**config.mk**
```make
export PLATFORM = sky130hd
export DESIGN_NAME = usd_cmd_arbiter
export DESIGN_NICKNAME = d
export VERILOG_FILES = /design/src/rtl/usd_cmd_arbiter.sv
export SDC_FILE = /design/constraint.sdc
export NUM_CORES = 1
export LEC_CHECK = 0
export CAP_MARGIN = 5
export CORE_MARGIN = 3
export CORE_UTILIZATION = 37
export DETAILED_ROUTE_END_ITERATION = 10
export PLACE_DENSITY = 0.78
export SETUP_SLACK_MARGIN = 0.15
export SYNTH_ARGS = -nofsm -noshare
export SYNTH_HDL_FRONTEND = slang
export SYNTH_SLANG_ARGS = --single-unit
```
**constraint.sdc**
```tcl
create_clock -name sdClk -period 4.7 [get_ports sdClk]
set_clock_uncertainty 0.2 [all_clocks]
set_input_delay 0.94 -clock sdClk [delete_from_list [all_inputs] [get_ports sdClk]]
set_output_delay 0.94 -clock sdClk [all_outputs]
set_load 0.02 [all_outputs]
```
**src/rtl/usd_cmd_arbiter.sv**
```systemverilog
// Round-robin arbiter that lets two requesters share one sdEngine command port.
// Only one command is in flight at a time, and a timeout covers an engine that never answers.
module usd_cmd_arbiter #(
    parameter logic [15:0] TIMEOUT = 16'd50000
) (
    input  logic        sdClk,
    input  logic        sysRst,
    input  logic        req0Valid,
    input  logic        req1Valid,
    input  logic [71:0] req0Cmd,
    input  logic [71:0] req1Cmd,
    output logic        req0Ready,
    output logic        req1Ready,
    output logic        rsp0Valid,
    output logic        rsp1Valid,
    input  logic        rsp0Ready,
    input  logic        rsp1Ready,
    output logic [35:0] rspData,
    output logic        rspTimeout,
    output logic        engCmdValid,
    output logic [71:0] engCmd,
    input  logic        engCmdReady,
    input  logic        engRspValid,
    input  logic [35:0] engRspData,
    output logic        grantOwner,
    output logic        busy,
    output logic [7:0]  strayCnt
);
    localparam logic [35:0] TIMEOUT_WORD = 36'h8_0000_0000;

    typedef enum logic [1:0] {IDLE, ISSUE, WAIT_RSP, RETURN} arbStateT;

    arbStateT    state;
    logic        lastGrant;
    logic [15:0] waitCnt;
    logic        grantHit;
    logic        grantIdx;
    logic        ownerTaking;

    // The grant is decoded combinationally so that reqNReady answers the valid seen in the same cycle.
    always_comb begin
        grantHit = 1'b0;
        grantIdx = 1'b0;
        if (!sysRst && state == IDLE) begin
            if (req0Valid && req1Valid) begin
                grantHit = 1'b1;
                grantIdx = ~lastGrant;
            end else if (req0Valid) begin
                grantHit = 1'b1;
            end else if (req1Valid) begin
                grantHit = 1'b1;
                grantIdx = 1'b1;
            end
        end
    end

    assign req0Ready   = grantHit && !grantIdx;
    assign req1Ready   = grantHit && grantIdx;
    assign ownerTaking = grantOwner ? rsp1Ready : rsp0Ready;

    always_ff @(posedge sdClk or posedge sysRst) begin
        if (sysRst) begin
            state       <= IDLE;
            lastGrant   <= 1'b1;
            waitCnt     <= 16'd0;
            rsp0Valid   <= 1'b0;
            rsp1Valid   <= 1'b0;
            rspData     <= 36'd0;
            rspTimeout  <= 1'b0;
            engCmdValid <= 1'b0;
            engCmd      <= 72'd0;
            grantOwner  <= 1'b0;
            busy        <= 1'b0;
            strayCnt    <= 8'd0;
        end else begin
            // An engine strobe outside WAIT_RSP has no command to answer, so it is only counted.
            if (engRspValid && state != WAIT_RSP && strayCnt != 8'hFF) begin
                strayCnt <= strayCnt + 8'd1;
            end

            case (state)
                IDLE: begin
                    if (grantHit) begin
                        engCmd      <= grantIdx ? req1Cmd : req0Cmd;
                        engCmdValid <= 1'b1;
                        grantOwner  <= grantIdx;
                        busy        <= 1'b1;
                        state       <= ISSUE;
                    end
                end
                ISSUE: begin
                    if (engCmdReady) begin
                        engCmdValid <= 1'b0;
                        waitCnt     <= 16'd0;
                        state       <= WAIT_RSP;
                    end
                end
                WAIT_RSP: begin
                    waitCnt <= waitCnt + 16'd1;
                    // If the engine answers on the last timeout cycle, its answer beats the timeout.
                    if (engRspValid) begin
                        rspData    <= engRspData;
                        rspTimeout <= 1'b0;
                        rsp0Valid  <= !grantOwner;
                        rsp1Valid  <= grantOwner;
                        state      <= RETURN;
                    end else if (waitCnt == TIMEOUT - 16'd1) begin
                        rspData    <= TIMEOUT_WORD;
                        rspTimeout <= 1'b1;
                        rsp0Valid  <= !grantOwner;
                        rsp1Valid  <= grantOwner;
                        state      <= RETURN;
                    end
                end
                RETURN: begin
                    if (ownerTaking) begin
                        rsp0Valid <= 1'b0;
                        rsp1Valid <= 1'b0;
                        lastGrant <= grantOwner;
                        busy      <= 1'b0;
                        state     <= IDLE;
                    end
                end
                default: state <= IDLE;
            endcase
        end
    end
endmodule

```
# Yosys cells after proc, flatten, opt, wreduce, memory -nomap -nowiden
# Index checks and enable logic that the tools add are counted.
[op_classes]
bitwise_logic = 1
mux = 32
add_sub_neg = 2
order_cmp = 0
n_mul = 0
eq_ne = 10
n_reduce_logical = 23
div_mod_pow = 0
shifts = 0
[op_table]
columns = ["operator", "n"]
rows = [
  ["36-bit 2-to-1 mux", 2],
  ["72-bit 2-to-1 mux", 1],
  ["16-bit one-hot mux with 2 select lines", 1],
  ["1-bit 2-to-1 mux", 17],
  ["16-bit by 1-bit adder with 16-bit output, second input constant", 1],
  ["16-bit equality test, second input constant", 1],
  ["16-bit 2-to-1 mux", 1],
  ["2-bit 2-to-1 mux", 5],
  ["2-bit nonzero test", 5],
  ["3-bit AND reduction", 3],
  ["8-bit by 1-bit adder with 8-bit output, second input constant", 1],
  ["2-bit != test, second input constant", 4],
  ["8-bit != test, second input constant", 1],
  ["1-bit one-hot mux with 2 select lines", 4],
  ["2-bit one-hot mux with 4 select lines", 1],
  ["2-bit AND reduction", 4],
  ["1-bit logical AND", 6],
  ["2-bit equality test, second input constant", 2],
  ["4-bit AND reduction", 1],
  ["1-bit logical NOT", 3],
  ["3-bit != test, second input constant", 1],
  ["2-bit by 1-bit equality test with 1-bit output, second input constant", 1],
  ["2-bit logical NOT", 1],
  ["1-bit inverter", 1],
]
[word_totals]
latch_bits = 0
ff_bits = 141
romBits = 0
memories = 0
mem_bits_rw = 0

# Longest topological paths before layout
[logic_depth]
depth_word = 6
ltp_mapped = 9
ltp_nobuf = 6

# Worst setup path before layout
# Ideal clock, no wire load.
[synth_path]
path_kind = "in2out"
start = "input port sysRst"
end = "output port req0Ready"
path_stages = 6
path_slack_ns = 1.563
arrival_time_ns = 1.997
path_cell_list = "nand2b_1 -> or2_1 -> buf_2 -> nor2b_1 -> buf_2 -> buf_2"
[synth_between]
elab_chain_cells = 5
word_cells_on_any_way = 6
classes_between = "mux (2); reduce/logical (4)"
[synth_rtl]
columns = ["item", "line_no", "rtl"]
rows = [
  ["from (decl)", "7", "input logic sysRst,"],
  ["1-bit logical NOT (no line) *", "n/a", ""],
  ["1-bit logical AND *", "44", "if (!sysRst && state == IDLE) begin"],
  ["1-bit 2-to-1 mux", "44", ""],
  ["1-bit logical NOT", "57", "assign req0Ready = grantHit && !grantIdx;"],
  ["1-bit logical AND *", "57", ""],
  ["to (decl)", "12", "output logic req0Ready,"],
]
# Every way passes the cells marked *; elsewhere a longest branch is shown, timed or not.

# Final worst setup path
# Ends and elaborated chain as after synthesis.

==> flow_metrics.py <==
metrics = {
    "cts": {
        "h-tree-depth": 4,
        "cts_made_buffers": 17,
        "clockRootBuffer": "clkbuf_16",
        "clkLatencyLatePin_ps": 410,
        "clkTransAtPathRegs_ps": 60,
        "post_cts_resized": 0,
        "cts_sinks": 141,
        "clockBufferDepth": 2,
        "cts_hold_buf": 0,
        "post_cts_buffers": 0,
        "cts_tree": "done",
    },
    "power_and_ir_drop": {
        "max-vdd-ir-drop_mv": 0.3135,
        "p_leak_uw": 0.004440,
        "power_density_nw_per_um2": 643.7,
    },
    "synth": {
        "ys_ff_latch": 141,
        "synthCells": 537,
        "synth_cell_types": 51,
        "ys_async_sr_fraction": 1.000,
        "syn_area_per_cell_sq_um": 11.57,
        "synth_flop_cell": "dfrtp_1",
        "ys_warn_count": 0,
        "synth_nets": 732,
        "synth_area_sq_um": 6212,
        "ys_seq_area_frac": 0.5682,
        "synth_edf_count": 0,
    },
    "worst_setup_path": {
        "crit_buf_inv": 2,
        "end_kind": "primary output",
        "crit_type": "input pin to primary output",
        "cpPeakStageDelay_ps": 670,
        "crit_path_top_delay_cell": "clkdlybuf4s50_1",
        "cpMostUsedCell": "clkdlybuf4s50_1",
        "cp.arrival_ps": 2810,
        "cp.required_ps": 3560,
        "path_delay_family": "buffers and inverters",
        "cp-start-kind": "input pin",
        "cp_max_fo": 3,
        "crit_chain": "clkdlybuf4s50_1 > nand2b_1 > or2_4 > nor2b_2 > clkdlybuf4s50_1",
    },
    "placed_design": {
        "pre_cts_slack_ps": 689.1,
        "place_inst": 1036,
        "place_congestion": 0.8114,
        "dp_hpwl_um": 13740,
        "io_buffers": 311,
    },
    "global_route": {
        "grt_max_degree": 112,
        "antenna_found_initial": 0,
        "globalRouteOverflowTotal": 0,
        "grt_usage": 0.2065,
        "grt_pass1_wl_um": 29440,
        "grt_pass1_vias": 5525,
    },
    "detailed_routing": {
        "met2_length_um": 9681,
        "wl_um": 19250,
        "wl_per_cell_um": 18.03,
        "routed-wl-met3_um": 1547,
        "viasPerCell": 5.054,
        "met1_length_um": 7750,
        "drc": 0,
        "drtIter0Drc": 260,
        "postRouteAntennaNets": 0,
        "drtPass1Iterations": 4,
        "via_count": 5398,
        "top_layer_used": "met4",
    },
    "layout": {
        "syn2layout_area_growth_pct": 63.24,
        "fin_nets": 1034,
        "final_cells": 1068,
        "layout-drive-gt1-share": 0.06573,
        "fin_util": 0.6270,
        "n_antenna_cell": 0,
    },
    "floorplan": {
        "coreArea_sq_um": 16170,
        "die_area_sq_um": 18380,
        "io-pin-count": 312,
        "die_width_um": 135.6,
        "die_h_um": 135.6,
        "start_util": 0.3841,
        "num_rows": 46,
    },
    "outcome": {
        "status": "completed",
    },
    "hold_path": {
        "hold_class": "flip-flop to flip-flop",
    },
    "sta": {
        "rsz0062_at_grt": "no",
        "fin_ws_ps": 749.3,
        "fin_crit_sh": 0.8406,
        "worst_pin_slew_ps": 1051,
        "setup-tns-final_ps": 0,
        "max_freq_ghz": 0.2531,
        "period_needed_ps": 3951,
        "setup_viol": 0,
        "hold_viol": 0,
        "maxSlewViolCount": 0,
        "worst_slew_margin_rel": 0.2995,
        "hold_ws_ps": 277.7,
    },
    "run": {
        "max_cap_viol_count": 0,
    },
}
## metal layers
| layer | up-vias | track usage |
|---|---|---|
| met5 | - | 0 |
| met4 | 0 | 0.06495 |
| met3 | 23 | 0.07355 |
| met2 | 188 | 0.3482 |
| met1 | 2599 | 0.2480 |
| li1 | 2588 | - |
## synth_stat cells, drive strengths merged (3+ instances only)
master / n / share of area
dfrtp: 140 / 0.56
nand4: 7 / 0.0081
inv: 10 / 0.0060
mux2: 4 / 0.0073
o21ai: 42 / 0.034
buf: 21 / 0.021
nor2b: 4 / 0.0040
xnor2: 10 / 0.014
ha: 7 / 0.014
clkbuf: 16 / 0.0097
or4: 3 / 0.0036
nand2: 51 / 0.031
nand2b: 5 / 0.0050
and3: 6 / 0.0060
a21oi: 9 / 0.0073
o22ai: 25 / 0.025
a21o: 36 / 0.044
nor2: 14 / 0.0085
o31ai: 3 / 0.0036
nand3: 6 / 0.0048
or3: 3 / 0.0030
a22o: 71 / 0.10
mux2i: 15 / 0.024
xor2: 4 / 0.0056
## state kept, by name, summed over array words and instances (netlist names), 2 cells and up
name      count
waitCnt      16
engCmd       72
rspData      36
state         2
strayCnt      8
## layout make-up
type / instances / area [sq um]
Fill cell: 1310 / 6032
Sequential cell: 141 / 3530
Timing Repair Buffer: 320 / 3193
Multi-Input combinational cell: 349 / 2467
Clock buffer: 20 / 456.7
Tap cell: 216 / 270.3
Clock inverter: 12 / 182.7
Inverter: 10 / 41.29
## logic make-up after synthesis
logic type	count (synthesis)	synth area share
buf+inv	47	0.03666
simple gates	112	0.09366
fa+ha+maj	7	0.01410
mux	19	0.03142
xor+xnor	14	0.01974
flops	141	0.5682
compound gates	197	0.2363
## stage by stage
stage                     total power [uW]  area (sq um)
final                                 6528         10140
after global routing                  6896         10140
after CTS                             6599         10140
after detailed placement              5110          9502
after global placement                5061          9502
after floorplan                       3668          6216
## path summary, 6_finish.rpt
kind,from,endpoint,slack [ps],cells past startpoint
worst min register to register,engCmd[35]$_DFFE_PP0P_,engCmd[35]$_DFFE_PP0P_,280,2
worst max register to register,waitCnt[0]$_DFFE_PP0P_,rspData[30]$_DFFE_PP0P_,2100,6
max in group asynchronous,sysRst,rspData[14]$_DFFE_PP0P_,2480,3
worst max-delay path,sysRst,req0Ready,750,5
worst min-delay path,engCmd[35]$_DFFE_PP0P_,engCmd[35]$_DFFE_PP0P_,280,2
min in group asynchronous,sysRst,engCmd[42]$_DFFE_PP0P_,930,2
## layout by cell type (no fill, tap or decap), types with 5 or more instances in the layout
| cell type | count |
|---|---|
| nand2_1 | 51 |
| dfrtp_1 | 140 |
| a21o_1 | 36 |
| ha_1 | 7 |
| o21ai_0 | 42 |
| xnor2_1 | 10 |
| buf_4 | 8 |
| and3_1 | 6 |
| nand3_1 | 6 |
| clkdlybuf4s50_1 | 311 |
| o22ai_1 | 25 |
| mux2i_1 | 15 |
| nand4_1 | 6 |
| a22o_1 | 71 |
| nor2_1 | 13 |
| a21oi_1 | 9 |
| clkbuf_16 | 17 |
| inv_1 | 9 |
| nand2b_1 | 5 |
## worst reg2reg max path, stage by stage, from the launching register on
cell,delay [ps]
dfrtp_1,400
ha_1,240
and3_1,220
a41oi_4,330
nand2b_1,580
buf_4,380
a22o_1,190
## where the power goes
part,switching [uW],internal (uW),total [uW]
registers,318,1740,2060
logic,1480,1540,3010
clock network,531,922,1450
total,2330,4200,6530
Power figures use the tool's default switching activity.
